`config.mk`:
```
export PLATFORM = sky130hd
export DESIGN_NAME = id_scoreboard
export DESIGN_NICKNAME = d
export VERILOG_FILES = /design/src/rtl/id_scoreboard.sv
export SDC_FILE = /design/constraint.sdc
export NUM_CORES = 1
export LEC_CHECK = 0
export BUFFER_PORTS_ARGS = -buffer_cell sky130_fd_sc_hd__buf_2
export CAP_MARGIN = 20
export CELL_PAD_IN_SITES_DETAIL_PLACEMENT = 2
export CELL_PAD_IN_SITES_GLOBAL_PLACEMENT = 2
export CORE_MARGIN = 3
export CORE_UTILIZATION = 32
export DETAILED_ROUTE_END_ITERATION = 10
export HOLD_SLACK_MARGIN = 0.02
export PLACE_DENSITY_LB_ADDON = 0.3
export REMOVE_ABC_BUFFERS = 1
export SLEW_MARGIN = 25
export SYNTH_ARGS = -nofsm -noshare
export SYNTH_HDL_FRONTEND = slang
export SYNTH_SLANG_ARGS = --single-unit
```
`constraint.sdc`:
```
create_clock -name clk -period 5.42 [get_ports clk]
set_input_delay 0.813 -clock clk [delete_from_list [all_inputs] [get_ports clk]]
set_output_delay 0.813 -clock clk [all_outputs]
set_load 0.01 [all_outputs]
```
`src/rtl/id_scoreboard.sv`:
```
// ---------------------------------------------------------------------------
// id_scoreboard
//
// Register-dependency scoreboard and issue controller for the decode stage.
// It keeps one pending-write countdown (plus a load-producer flag) per
// architectural register. Each cycle it decides combinationally whether the
// decode instruction may issue or must stall on a source still being written.
//
// Optional feature macro: SCB_FORWARD_EN
//   undefined : full interlock, a source stalls while its countdown is nonzero.
//   defined   : bypass paths exist, only a load result consumed in the very
//               next cycle stalls (exactly one bubble).
//
// Ports
//   clk         : rising-edge clock
//   rst         : asynchronous reset, active low
//   enable      : stage enable; low blocks issue/stall, counters still drain
//   dec_valid   : decode holds a valid instruction
//   rs1_addr/rs2_addr, rs1_used/rs2_used : source registers and read flags
//   rd_addr, rd_we, rd_is_load : destination, write flag, load producer flag
//   flush       : discard all in-flight tracking (wins over an issue)
//   issue/stall : combinational issue / hold decisions
//   busy_mask   : bit i set while register i has a nonzero countdown
//   stall_cnt   : saturating count of stall cycles
// ---------------------------------------------------------------------------
module id_scoreboard #(
  parameter int NREGS  = 8,
  parameter int WB_LAT = 3,
  localparam int AW    = $clog2(NREGS)
) (
  input  logic             clk,
  input  logic             rst,
  input  logic             enable,
  input  logic             dec_valid,
  input  logic [AW-1:0]    rs1_addr,
  input  logic [AW-1:0]    rs2_addr,
  input  logic             rs1_used,
  input  logic             rs2_used,
  input  logic [AW-1:0]    rd_addr,
  input  logic             rd_we,
  input  logic             rd_is_load,
  input  logic             flush,
  output logic             issue,
  output logic             stall,
  output logic [NREGS-1:0] busy_mask,
  output logic [15:0]      stall_cnt
);

  localparam int            CW  = $clog2(WB_LAT + 1);
  localparam logic [CW-1:0] LAT = CW'(WB_LAT);

  logic [CW-1:0]    cnt [NREGS];
  logic [NREGS-1:0] ld;
  logic [NREGS-1:0] hz_vec;
  logic             hazard;
  logic             gate;

  // Per-register hazard and busy decode.
  // NOTE: every output of this block gets a value on every pass, so no latch
  // can be inferred.
  always_comb begin
    hz_vec    = '0;
    busy_mask = '0;
    for (int i = 0; i < NREGS; i++) begin
      busy_mask[i] = (cnt[i] != '0);
`ifdef SCB_FORWARD_EN
      // Only a load result is late: it is unavailable for the single cycle
      // right after the load issued, when its countdown is still full.
      hz_vec[i] = ld[i] && (cnt[i] == LAT);
`else
      hz_vec[i] = (cnt[i] != '0);
`endif
    end
  end

  assign hazard = (rs1_used & hz_vec[rs1_addr]) | (rs2_used & hz_vec[rs2_addr]);
  // Reset is folded in so issue/stall drop immediately while rst is low.
  assign gate   = rst & enable & dec_valid & ~flush;
  assign issue  = gate & ~hazard;
  assign stall  = gate & hazard;

  // Countdown and load-flag state.
  // NOTE: the per-register counters are plain flops, not a RAM, so each one
  // is cleared by the asynchronous reset; a stale countdown after reset would
  // falsely stall the first instructions.
  always_ff @(posedge clk or negedge rst) begin
    if (!rst) begin
      for (int i = 0; i < NREGS; i++) begin
        cnt[i] <= '0;
      end
      ld <= '0;
    end else if (flush) begin
      for (int i = 0; i < NREGS; i++) begin
        cnt[i] <= '0;
      end
      ld <= '0;
    end else begin
      for (int i = 0; i < NREGS; i++) begin
        if (issue && rd_we && (rd_addr == AW'(i))) begin
          // A new writer overwrites any pending one: the later write wins.
          cnt[i] <= LAT;
          ld[i]  <= rd_is_load;
        end else if (cnt[i] != '0) begin
          // NOTE: non-blocking updates, so every register sees the pre-edge
          // values of cnt/ld regardless of loop order.
          cnt[i] <= cnt[i] - 1'b1;
          if (cnt[i] == CW'(1)) begin
            ld[i] <= 1'b0;
          end
        end else begin
          ld[i] <= 1'b0;
        end
      end
    end
  end

  // Stall statistic, untouched by flush, sticks at all-ones.
  always_ff @(posedge clk or negedge rst) begin
    if (!rst) begin
      stall_cnt <= '0;
    end else if (stall && (stall_cnt != 16'hFFFF)) begin
      stall_cnt <= stall_cnt + 16'd1;
    end
  end

endmodule

```
## Yosys cells after proc, flatten, opt, wreduce, memory -nomap -nowiden

Cells that the tools add are included.

- Output and inout bits: 26
- Word-level logic and storage cells: 86
- Input bits: 18
- Register bits: 32

- Equal/unequal tests: 8
- Reduce and logical (&&, ||, !) cells: 27
- Bitwise logic cells: 10
- Add/sub/neg operators: 9
- Muxes and demuxes: 21
- Magnitude comparators: 2

Operators with widths:

| operator | count |
|---|---|
| $mux W2 | 16 |
| $reduce_bool A3 Y1 | 8 |
| $add A16 B1 Y16 const B | 1 |
| $mux W16 | 1 |
| $ne A16 B16 Y1 const B | 1 |
| $reduce_bool A2 Y1 | 8 |
| $sub A2 B1 Y2 const B | 8 |
| $eq A3 B3 Y1 const B | 4 |
| $logic_and A1 B1 Y1 | 10 |
| $lt A3 B4 Y1 const B | 2 |
| $and A1 B1 Y1 | 7 |
| $bmux W1 S3 | 2 |
| $eq A3 B2 Y1 const B | 2 |
| $eq A3 B1 Y1 const B | 1 |
| $logic_not A3 Y1 | 1 |
| $mux W1 | 2 |
| $not A1 Y1 | 2 |
| $or A1 B1 Y1 | 1 |

## Depth between registers and ports, before layout

Gate-level depths: netlist (run 1).

- Word-level depth: 11
- Depth in mapped cells: 10
- Gate-level depth less buffers: 9

## Least setup slack after synthesis (run 1)

Ideal clock, no wire load.

- Kind: input to output
- Start point: input port rs2_addr[0]
- End point: output port issue
- Buffers on the path: 1
- Required time: 4607 ps
- Arrival: 1785 ps
- Stages: 6
- Setup slack: 2822 ps
- Cells stage by stage: buf_6 -> mux2i_1 -> nor3b_1 -> nor3_2 -> or2_1 -> nor2_1

- Cells in the longest elaborated chain, start to end: 6

Ends and longest elaborated chain:

| element | RTL line | source |
|---|---|---|
| start, declared | 36 | `input logic [AW-1:0] rs2_addr,` |
| $bmux W1 S3 | 76 | `assign hazard = (rs1_used & hz_vec[rs1_addr]) \| (rs2_used & hz_vec[rs2_addr]);` |
| $mux W1 (not written as such) | 76 |  |
| $and A1 B1 Y1 | 76 |  |
| $or A1 B1 Y1 | 76 |  |
| $not A1 Y1 | 79 | `assign issue = gate & ~hazard;` |
| $and A1 B1 Y1 | 79 |  |
| end, declared | 43 | `output logic issue,` |

Every way passes these cells. The select of a mux whose other input is x is not followed.

## Worst setup path after layout (run 1)

- Start point: register cnt[6] in the netlist's numbering
- End point: output port stall

- Cells in the longest elaborated chain, start to end: 6
- Elaborated cells between the ends (all ways): 9
- Those cells by class: 4 x mux; 4 x bitwise; 1 x reduce/logical

Ends and longest elaborated chain:

| element | RTL line | source |
|---|---|---|
| start, declared | 52 | `logic [CW-1:0] cnt [NREGS];` |
| start signal, assigned by index | 106 | `cnt[i] <= cnt[i] - 1'b1;` |
| $reduce_bool A2 Y1 * | 71 | `hz_vec[i] = (cnt[i] != '0);` |
| $bmux W1 S3 | 76 |  |
| $mux W1 (not written as such) | 76 |  |
| $and A1 B1 Y1 | 76 |  |
| $or A1 B1 Y1 * | 76 |  |
| $and A1 B1 Y1 * | 80 | `assign stall = gate & hazard;` |
| end, declared | 44 | `output logic stall,` |

Mark *: on every way between the ends. The rest lies on a longest branch, timed or not. The select of a mux whose other input is x is not followed.

==> results of run 1 <==
[path summary, 6_finish.rpt]
check	end	depth (start not counted)
max in group asynchronous	stall_cnt[0]	2
setup reg to reg	stall_cnt[10]	9
hold reg to reg	stall_cnt[8]	1
min in group asynchronous	stall_cnt[15]	2
setup / recovery	stall	8
hold / removal	stall_cnt[8]	1
[stage by stage]
step,cell area (µm²),util,instances
finish,2280,0.401,320
global route,2280,0.401,320
CTS,2280,0.401,320
detailed placement,2200,0.388,313
global placement,2200,0.388,313
floorplan,1890,-,198
[flip-flops by register name (all words and copies together), names as in the netlist]
signal,count
cnt,16
stall_cnt,16
[final cells by class]
cell class,count,area [µm²]
inverters,26,97.6
multi-input cells,140,995
clock buffers,6,72.6
fillers,666,3400
well taps,72,90.1
repair buffers,43,218
flip-flops and latches,32,801
clock inverters,1,5.00
[where the power goes]
part | total, mW | internal [mW] | switching, mW
Sequential | 0.319 | 0.286 | 0.0328
Clock | 0.177 | 0.0872 | 0.0895
Combinational | 0.371 | 0.158 | 0.213
[Yosys cell counts, types with 2 or more instances]
cell / instances
dfrtp_1: 32
inv_1: 25
nor2_1: 16
xor2_1: 14
nand3_1: 11
a21oi_1: 9
ha_1: 9
o22ai_1: 9
mux2i_1: 8
nand2_1: 8
xnor2_1: 8
nand4_1: 6
and3_1: 5
nor3b_1: 4
o21bai_1: 4
buf_6: 3
nand2b_1: 3
nor3_1: 3
and4_1: 2
clkbuf_1: 2
nand3b_1: 2
nor3_2: 2
nor4_1: 2
o2bb2ai_1: 2
o32ai_1: 2
[critical path, delay by kind of cell, from the launching register on]
family / cells / cell delay, ps
buffers and inverters: 3 / 450
AOI/OAI and AO/OA: 1 / 290
and+or+nand+nor: 2 / 370
DFF: 1 / 390
adders and majority gates: 1 / 290
muxes: 1 / 140
[kinds of logic after synthesis]
logic type | Yosys count | synth area share
buf+inv | 31 | 0.0718
compound gates | 29 | 0.0990
xor+xnor | 22 | 0.0996
flops | 32 | 0.414
mux | 10 | 0.0550
simple gates | 70 | 0.202
fa+ha+maj | 9 | 0.0582
[per-layer routing]
| layer | wire, µm | share of wire | track usage | vias up |
|---|---|---|---|---|
| met1 | 2330 | 0.43 | 0.195 | 811 |
| met3 | 193 | 0.036 | 0.0336 | 6 |
| li1 | - | - | - | 788 |
| met4 | 70 | 0.013 | 0.0570 | 0 |
| met2 | 2790 | 0.52 | 0.290 | 33 |
| met5 | 0 | 0 | 0 | - |
==> out/qor.yml, run 1 <==
maxSlewHeadroom: 0.708
synth_cell_types: 37
hold_violations: 0
cts_tree: "built"
setup_viol: 0
cp.required_ps: 4610
syn_area_um2: 1930
grt_pass1_vias: 1829
layout_commonest_cell: "buf_2"
critPathMaxStageDelay_ps: 390
synth-edff-count: 0
p_per_area_nw_per_um2: 380
skew_ps: 4.34
min_from: "stall_cnt[8]"
r2r_setup_slack_ps: 3070
fmax_mhz: 329
r2r-start: "cnt[6]"
start_util: 0.341
crit_path_top_delay_cell: "dfrtp_1"
antenna_found_initial: 0
cts_resized: 0
synth_top_area_cell: "dfrtp_1"
mostFrequentLayoutCells: "42 x buf_2, 32 x dfrtp_1, 25 x inv_1, 16 x nor2_1, 14 x xor2_1"
grt_max_degree: 35
drv_slew: 0
start_kind: "register"
path_max_fanout: 12
antennaDiodeCount: 0
coreArea_um2: 5680
synth.top_cells.by_area: "dfrtp_1 41%, xor2_1 6.3%, ha_1 5.8%"
period_share: 0.560
io_buffers: 42
synth_async_sr_flop_share: 1.00
track_usage: 0.164
fin_crit_ps: 3040
drive_above_1_share: 0.226
ios: 44
pre_cts_ws_ps: 2410
synth-seq-area-share: 0.414
area.growth.synth_to_final_pct: 17.8
power.total_mw: 0.867
die_w_um: 83.8
clockRootBuffer: "clkbuf_8"
ir_drop_uv: 150
drt_iter0_drc: 20
cts.htree.levels: 2
drv_cap: 0
synth_top_area_frac: 0.414
crit_chain: "inv_1 > ha_1 > mux2i_1 > nor3b_1 > nor3_2 > o21ai_2 > inv_2 > buf_2"
drt_first_pass_iters: 2
tightest_slew_ps: 438
hold_buffers: 0
drt_wl_total_um: 5380
rsz0062_at_grt: "no"
clock_sinks: 32
synth-main-ff-cell: "dfrtp_1"
vias_per_cell: 5.12
core.rowCount: 27
p_leak_nw: 1.18
outcome: "finished clean"
postRouteAntennaNets: 0
gp_congestion: 0.722
wl_per_cell_um: 16.8
crit_start: "cnt[6]"
arrival_ps: 2220
cts_made_buffers: 5
cts_max_path_buffers: 2
synth_area_per_cell_um2: 9.53
overflow: 0
finalSetupTns_ps: 0
drc: 0
cp-end-kind: "primary output"
die_y_um: 83.8
final_net_count: 275
synth_seq_cells: 32
worstHoldPathType: "reg2reg"
yosys_warnings: 0
synthCells: 203
dieArea_um2: 7010
fin_hold_ws_ps: 484
insertion_delay_ps: 290
worstSetupPathType: "reg2out"
layout_setup_ws_ps: 2380
hpwl_um: 4040
post-cts-setup-buffers: 0
grt_pass1_wl_um: 9090
route.vias.total: 1638
clk_pin_slew_ps: 70
(Power assumes the default switching activity.)
==> inputs of run 2 (changes only) <==
--- a/config.mk
+++ b/config.mk
@@ -10,7 +10,7 @@
 export CELL_PAD_IN_SITES_DETAIL_PLACEMENT = 2
 export CELL_PAD_IN_SITES_GLOBAL_PLACEMENT = 2
 export CORE_MARGIN = 3
-export CORE_UTILIZATION = 32
+export CORE_UTILIZATION = 29
 export DETAILED_ROUTE_END_ITERATION = 10
 export HOLD_SLACK_MARGIN = 0.02
 export PLACE_DENSITY_LB_ADDON = 0.3
==> constraint.sdc (replaced) <==
create_clock -name clk -period 2.6 [get_ports clk]
set_input_delay 0.39 -clock clk [delete_from_list [all_inputs] [get_ports clk]]
set_output_delay 0.39 -clock clk [all_outputs]
set_load 0.01 [all_outputs]
==> out/qor.yml, run 2 (synthesis gave the netlist of run 1 again) <==
coreArea_um2: 6420  # +13%
antennaDiodeCount: 0  # unchanged
area.growth.synth_to_final_pct: 21.2
core.rowCount: 29  # +7.4%
total_switching_power_mw: 0.718  # +110%
tightest_slew_ps: 416  # -21.4 ps
hold_buffers: 0  # unchanged
p_int_mw: 1.23  # +130%
cts.htree.levels: 2  # unchanged
postRouteAntennaNets: 0  # unchanged
antenna_found_initial: 0  # unchanged
cts_resized: 0  # unchanged
post-cts-setup-buffers: 0  # unchanged
finalSetupTns_ps: 0  # unchanged
track_usage: 0.145  # -0.0184
rr_worst_depth: 9  # unchanged
cts_made_buffers: 5  # unchanged
drc: 0  # unchanged
io_buffers: 42  # unchanged
hold_violations: 0  # unchanged
layout_commonest_cell: "buf_2"
setup_viol: 0  # unchanged
seq_power_share: 0.341  # -0.027
grt_max_degree: 33  # -5.7%
drt_wl_total_um: 5100  # -5.2%
skew_ps: 9.65  # +5.31 ps
cp.required_ps: 2210  # -2400 ps
drv_slew: 0  # unchanged
p_leak_nw: 1.19  # +0.87%
p_per_area_nw_per_um2: 830  # +120%
arrival_ps: 2060  # -160 ps
worstHoldPathType: "in2async"
cts_max_path_buffers: 2  # unchanged
grt_pass1_vias: 1781  # -2.6%
final_net_count: 276  # +0.36%
fin_hold_ws_ps: 159  # -325 ps
pwr-share-comb: 0.410  # -0.018
start_util: 0.301  # -0.0396
design_area_um2: 2340  # +2.9%
worstSetupPathType: "reg2out"
maxSlewHeadroom: 0.722  # +0.0135
period_share: 0.943
start_kind: "register"
die_w_um: 87.7  # +4.7%
place_area_um2: 2210  # +0.63%
clock_sinks: 32  # unchanged
ios: 44  # unchanged
drt_first_pass_iters: 4  # +2
clockRootBuffer: "clkbuf_8"
largestRegisters: "cnt (16), stall_cnt (16)"
drv_cap: 0  # unchanged
vias_per_cell: 5.02  # -1.9%
gp_congestion: 0.721  # -0.22%
cp-end-kind: "primary output"
outcome: "finished clean"
hpwl_um: 3800  # -5.7%
drt_iter0_drc: 65  # +230%
die_y_um: 87.7  # +4.7%
wl_per_cell_um: 15.6  # -7.2%
drive_above_1_share: 0.260  # +0.0342
cts_tree: "built"
ir_drop_uv: 303  # +100%
dieArea_um2: 7690  # +9.6%
switching_share: 0.369  # -0.0181
post-route-util: 0.365  # -0.0366
mostFrequentLayoutCells: "42 x buf_2, 32 x dfrtp_1, 25 x inv_1, 16 x nor2_1, 14 x xor2_1"
clk_pin_slew_ps: 70  # about the same
rsz0062_at_grt: "no"
path_max_fanout: 6  # -6
grt_pass1_wl_um: 8650  # -4.9%
overflow: 0  # unchanged
fin_crit_ps: 2450
route.vias.total: 1642  # +0.24%
insertion_delay_ps: 290  # about the same
fmax_mhz: 408
clkPwrFrac: 0.249  # +0.045
## run 2: worst paths after layout
check | from | end | slack (ps)
setup / recovery | cnt[2] | issue | 150
hold / removal | rst | stall_cnt[6] | 160
setup reg to reg | cnt[2] | stall_cnt[13] | 360
hold reg to reg | stall_cnt[7] | stall_cnt[7] | 520
max in group asynchronous | rst | cnt[15] | 2140
min in group clk | rd_addr[2] | cnt[12] | 380
## run 2: power by group through the flow
| stage | clock, mW | sequential [mW] | combinational, mW |
|---|---|---|---|
| final | 0.485 | 0.663 | 0.798 |
| after detailed placement | 0 | 0.675 | 0.788 |
| after CTS | 0.504 | 0.665 | 0.799 |
| after floorplan | 0 | 0.670 | 0.525 |
| after global routing | 0.526 | 0.683 | 0.919 |
| after global placement | 0 | 0.668 | 0.756 |
## run 2: area by class of cell
type / count / area (µm²)
Clock buffer: 5 / 68.8
Tap cell: 77 / 96.3
Sequential cell: 32 / 801
Timing Repair Buffer: 44 / 225
Multi-Input combinational cell: 140 / 1010
Clock inverter: 3 / 42.5
Fill cell: 720 / 4080
Inverter: 26 / 100
## run 2: per-stage QoR
stage | std cells | power, mW | setup WS, ps
detailed placement | 319 | 1.46 | 410
floorplan | 198 | 1.19 | 642
global route | 327 | 2.13 | 1.37
CTS | 327 | 1.97 | 85.4
global placement | 319 | 1.42 | 478
finish | 327 | 1.95 | 148
## run 2: critical path: stages (launching register included)
cell	delay [ps]
dfrtp_1	390
inv_1	60
ha_1	330
mux2i_1	120
o221ai_1	240
nor3_2	100
or2_1	300
nor2_1	100
buf_2	130
## run 2: layer usage
layer | GRT usage | vias to the layer above | share of wire | routed length, µm
met3 | 0.0320 | 6 | 0.036 | 186
li1 | - | 793 | - | -
met4 | 0.0460 | 0 | 0.013 | 66
met2 | 0.258 | 34 | 0.51 | 2580
met1 | 0.174 | 809 | 0.44 | 2270
met5 | 0 | - | 0 | 0
==> inputs of run 3 (changes only) <==
--- a/config.mk
+++ b/config.mk
@@ -9,10 +9,11 @@
 export CAP_MARGIN = 20
 export CELL_PAD_IN_SITES_DETAIL_PLACEMENT = 2
 export CELL_PAD_IN_SITES_GLOBAL_PLACEMENT = 2
+export CORE_ASPECT_RATIO = 1.25
 export CORE_MARGIN = 3
 export CORE_UTILIZATION = 29
 export DETAILED_ROUTE_END_ITERATION = 10
-export HOLD_SLACK_MARGIN = 0.02
+export MAX_ROUTING_LAYER = met4
 export PLACE_DENSITY_LB_ADDON = 0.3
 export REMOVE_ABC_BUFFERS = 1
 export SLEW_MARGIN = 25
==> out/qor.yml, run 3 (synthesis gave the netlist of run 1 again) <==
track_usage: 0.151  # +0.00623
min_to: "cnt[13]"
layout_commonest_cell: "buf_2"
cp-end-kind: "primary output"
r2r-start: "cnt[6]"
grt_max_degree: 29  # -12%
min_from: "rd_addr[2]"
io_buffers: 42  # unchanged
skew_ps: 8.90  # -0.751 ps
drt_first_pass_iters: 4  # unchanged
crit_family: "simple AND/OR/NAND/NOR gates"
ios: 44  # unchanged
largestRegisters: "cnt (16), stall_cnt (16)"
grt_pass1_wl_um: 8910  # +2.9%
ir_drop_uv: 341  # +12%
met3_length_um: 246  # +32%
drv_slew: 0  # unchanged
wl_per_cell_um: 15.8  # +1.6%
drc: 0  # unchanged
clockRootBuffer: "clkbuf_8"
r2r_setup_slack_ps: 470  # +110 ps
insertion_delay_ps: 290  # about the same
critical_path_buf_inv_count: 2  # unchanged
cp.required_ps: 2210  # about the same
power.total_mw: 1.94  # -0.33%
pre_cts_ws_ps: 242  # -168 ps
fin_hold_ws_ps: 394  # +236 ps
p_leak_nw: 1.19  # about the same
clock_sinks: 32  # unchanged
met1Wirelength_um: 2200  # -3.0%
pwr-share-comb: 0.412  # +0.002
reg2reg_to: "stall_cnt[10]"
drt_iter0_drc: 48  # -26%
crit_path_top_delay_cell: "dfrtp_1"
clkPwrFrac: 0.245  # -0.004
rr_worst_depth: 9  # unchanged
antenna_found_initial: 0  # unchanged
die_y_um: 97.3  # +11%
drive_above_1_share: 0.264  # +0.00400
cts_made_buffers: 5  # unchanged
fin_crit_ps: 2440  # -12.5 ps
finalSetupTns_ps: 0  # unchanged
drv_cap: 0  # unchanged
fmax_mhz: 410  # +0.51%
critPathMaxStageDelay_ps: 380  # about the same
maxSlewHeadroom: 0.711  # -0.0109
worstSetupPathType: "reg2out"
post-cts-setup-buffers: 0  # unchanged
drt_wl_total_um: 5310  # +4.0%
overflow: 0  # unchanged
p_per_area_nw_per_um2: 818  # -1.4%
coreArea_um2: 6330  # -1.5%
route.vias.total: 1665  # +1.4%
dieArea_um2: 7690  # about the same
cts_max_path_buffers: 2  # unchanged
grt_pass1_vias: 1848  # +3.8%
start_util: 0.306  # +0.00459
rsz0062_at_grt: "no"
setup_viol: 0  # unchanged
path_max_fanout: 6  # unchanged
gp_congestion: 0.762  # +5.7%
antennaDiodeCount: 0  # unchanged
layout_setup_ws_ps: 161  # +12.5 ps
hpwl_um: 4080  # +7.2%
switching_share: 0.365  # -0.00435
wl_met2_um: 2780  # +7.7%
mostFrequentLayoutCells: "42 x buf_2, 32 x dfrtp_1, 25 x inv_1, 16 x nor2_1, 14 x xor2_1"
postRouteAntennaNets: 0  # unchanged
total_switching_power_mw: 0.707  # -1.5%
final_net_count: 276  # unchanged
cts_tree: "built"
tightest_slew_ps: 433  # +16.2 ps
holdPathStages: 2
arrival_ps: 2050  # about the same
p_int_mw: 1.23  # +0.35%
clk_pin_slew_ps: 70  # about the same
period_share: 0.938  # -0.00482
outcome: "finished clean"
maxUsedRoutingLayer: "met4"
seq_power_share: 0.343  # +0.002
worstHoldPathType: "in2reg"
vias_per_cell: 4.97  # -1.0%
area.growth.synth_to_final_pct: 22.5
die_w_um: 79.1  # -9.8%
core.rowCount: 32  # +10%
hold_violations: 0  # unchanged
cts.htree.levels: 2  # unchanged
crit_chain: "inv_1 > ha_2 > mux2i_1 > nor3b_2 > nor3_2 > or2_1 > nor2_1 > buf_2"
start_kind: "register"
-- run 3: changes by cell type in the layout (fill, tap and decap cells not counted) --
cell,previous run,this run
ha_1,3,1
ha_2,6,8
buf_4,2,1
clkbuf_1,0,1
clkinvlp_4,1,0
dlygate4sd3_1,0,1
nor3b_1,4,3
nor3b_2,0,1
o21ai_2,1,0
o21ai_4,0,1
-- run 3: stage by stage --
step / instance area [µm²] / instances / util
4_1_cts: 2340 / 335 / 0.370
5_1_grt: 2370 / 335 / 0.375
2_1_floorplan: 1890 / 198 / -
6_report: 2370 / 335 / 0.375
3_3_place_gp: 2220 / 326 / 0.350
3_5_place_dp: 2220 / 326 / 0.350
-- run 3: how the worst max path moves through the flow --
stage / depth (start not counted) / to / start / slack, ps
5_1_grt: 8 / issue / cnt[6] / 1
3_3_place_gp: 9 / stall_cnt[10] / cnt[14] / 280
4_1_cts: 8 / stall / cnt[2] / 4
6_report: 8 / issue / cnt[6] / 160
2_1_floorplan: 9 / stall_cnt[10] / cnt[4] / 640
3_5_place_dp: 9 / stall_cnt[10] / cnt[6] / 240
-- run 3: power by group through the flow --
stage,Clock [mW],Combinational [mW],Sequential [mW]
5_1_grt,0.512,0.917,0.685
2_1_floorplan,0,0.525,0.670
6_report,0.475,0.799,0.666
3_3_place_gp,0,0.752,0.670
3_5_place_dp,0,0.779,0.677
4_1_cts,0.493,0.795,0.668
-- run 3: worst reg2reg max path, stage by stage (launching register included) --
cell	delay [ps]
dfrtp_1	400
inv_1	70
ha_2	250
mux2i_1	90
nor3b_1	230
nor3_2	110
o21ai_4	280
inv_4	130
nand4_1	120
mux2_2	340
-- run 3: cell type report --
class                      instances  area, µm²
clock inverter                     2       35.0
fill                             747       3960
tap                               85        106
multi-input combinational        140       1030
inverter                          26        100
timing repair buffer              44        228
clock buffer                       6       72.6
sequential                        32        801
-- run 3: timing repair --
action	in CTS	in global routing
pin swaps	1	1
endpoints found under the setup margin	1	2
gates resized for setup	1	10
cloned	0	0
hold buffers	1	0
endpoints found under the hold margin	4	0
-- run 3: layer usage --
metal | global-route usage | up-vias
li1 | - | 791
met1 | 0.169 | 825
met2 | 0.267 | 43
met3 | 0.0297 | 6
met4 | 0.0503 | 0
met5 | - | -
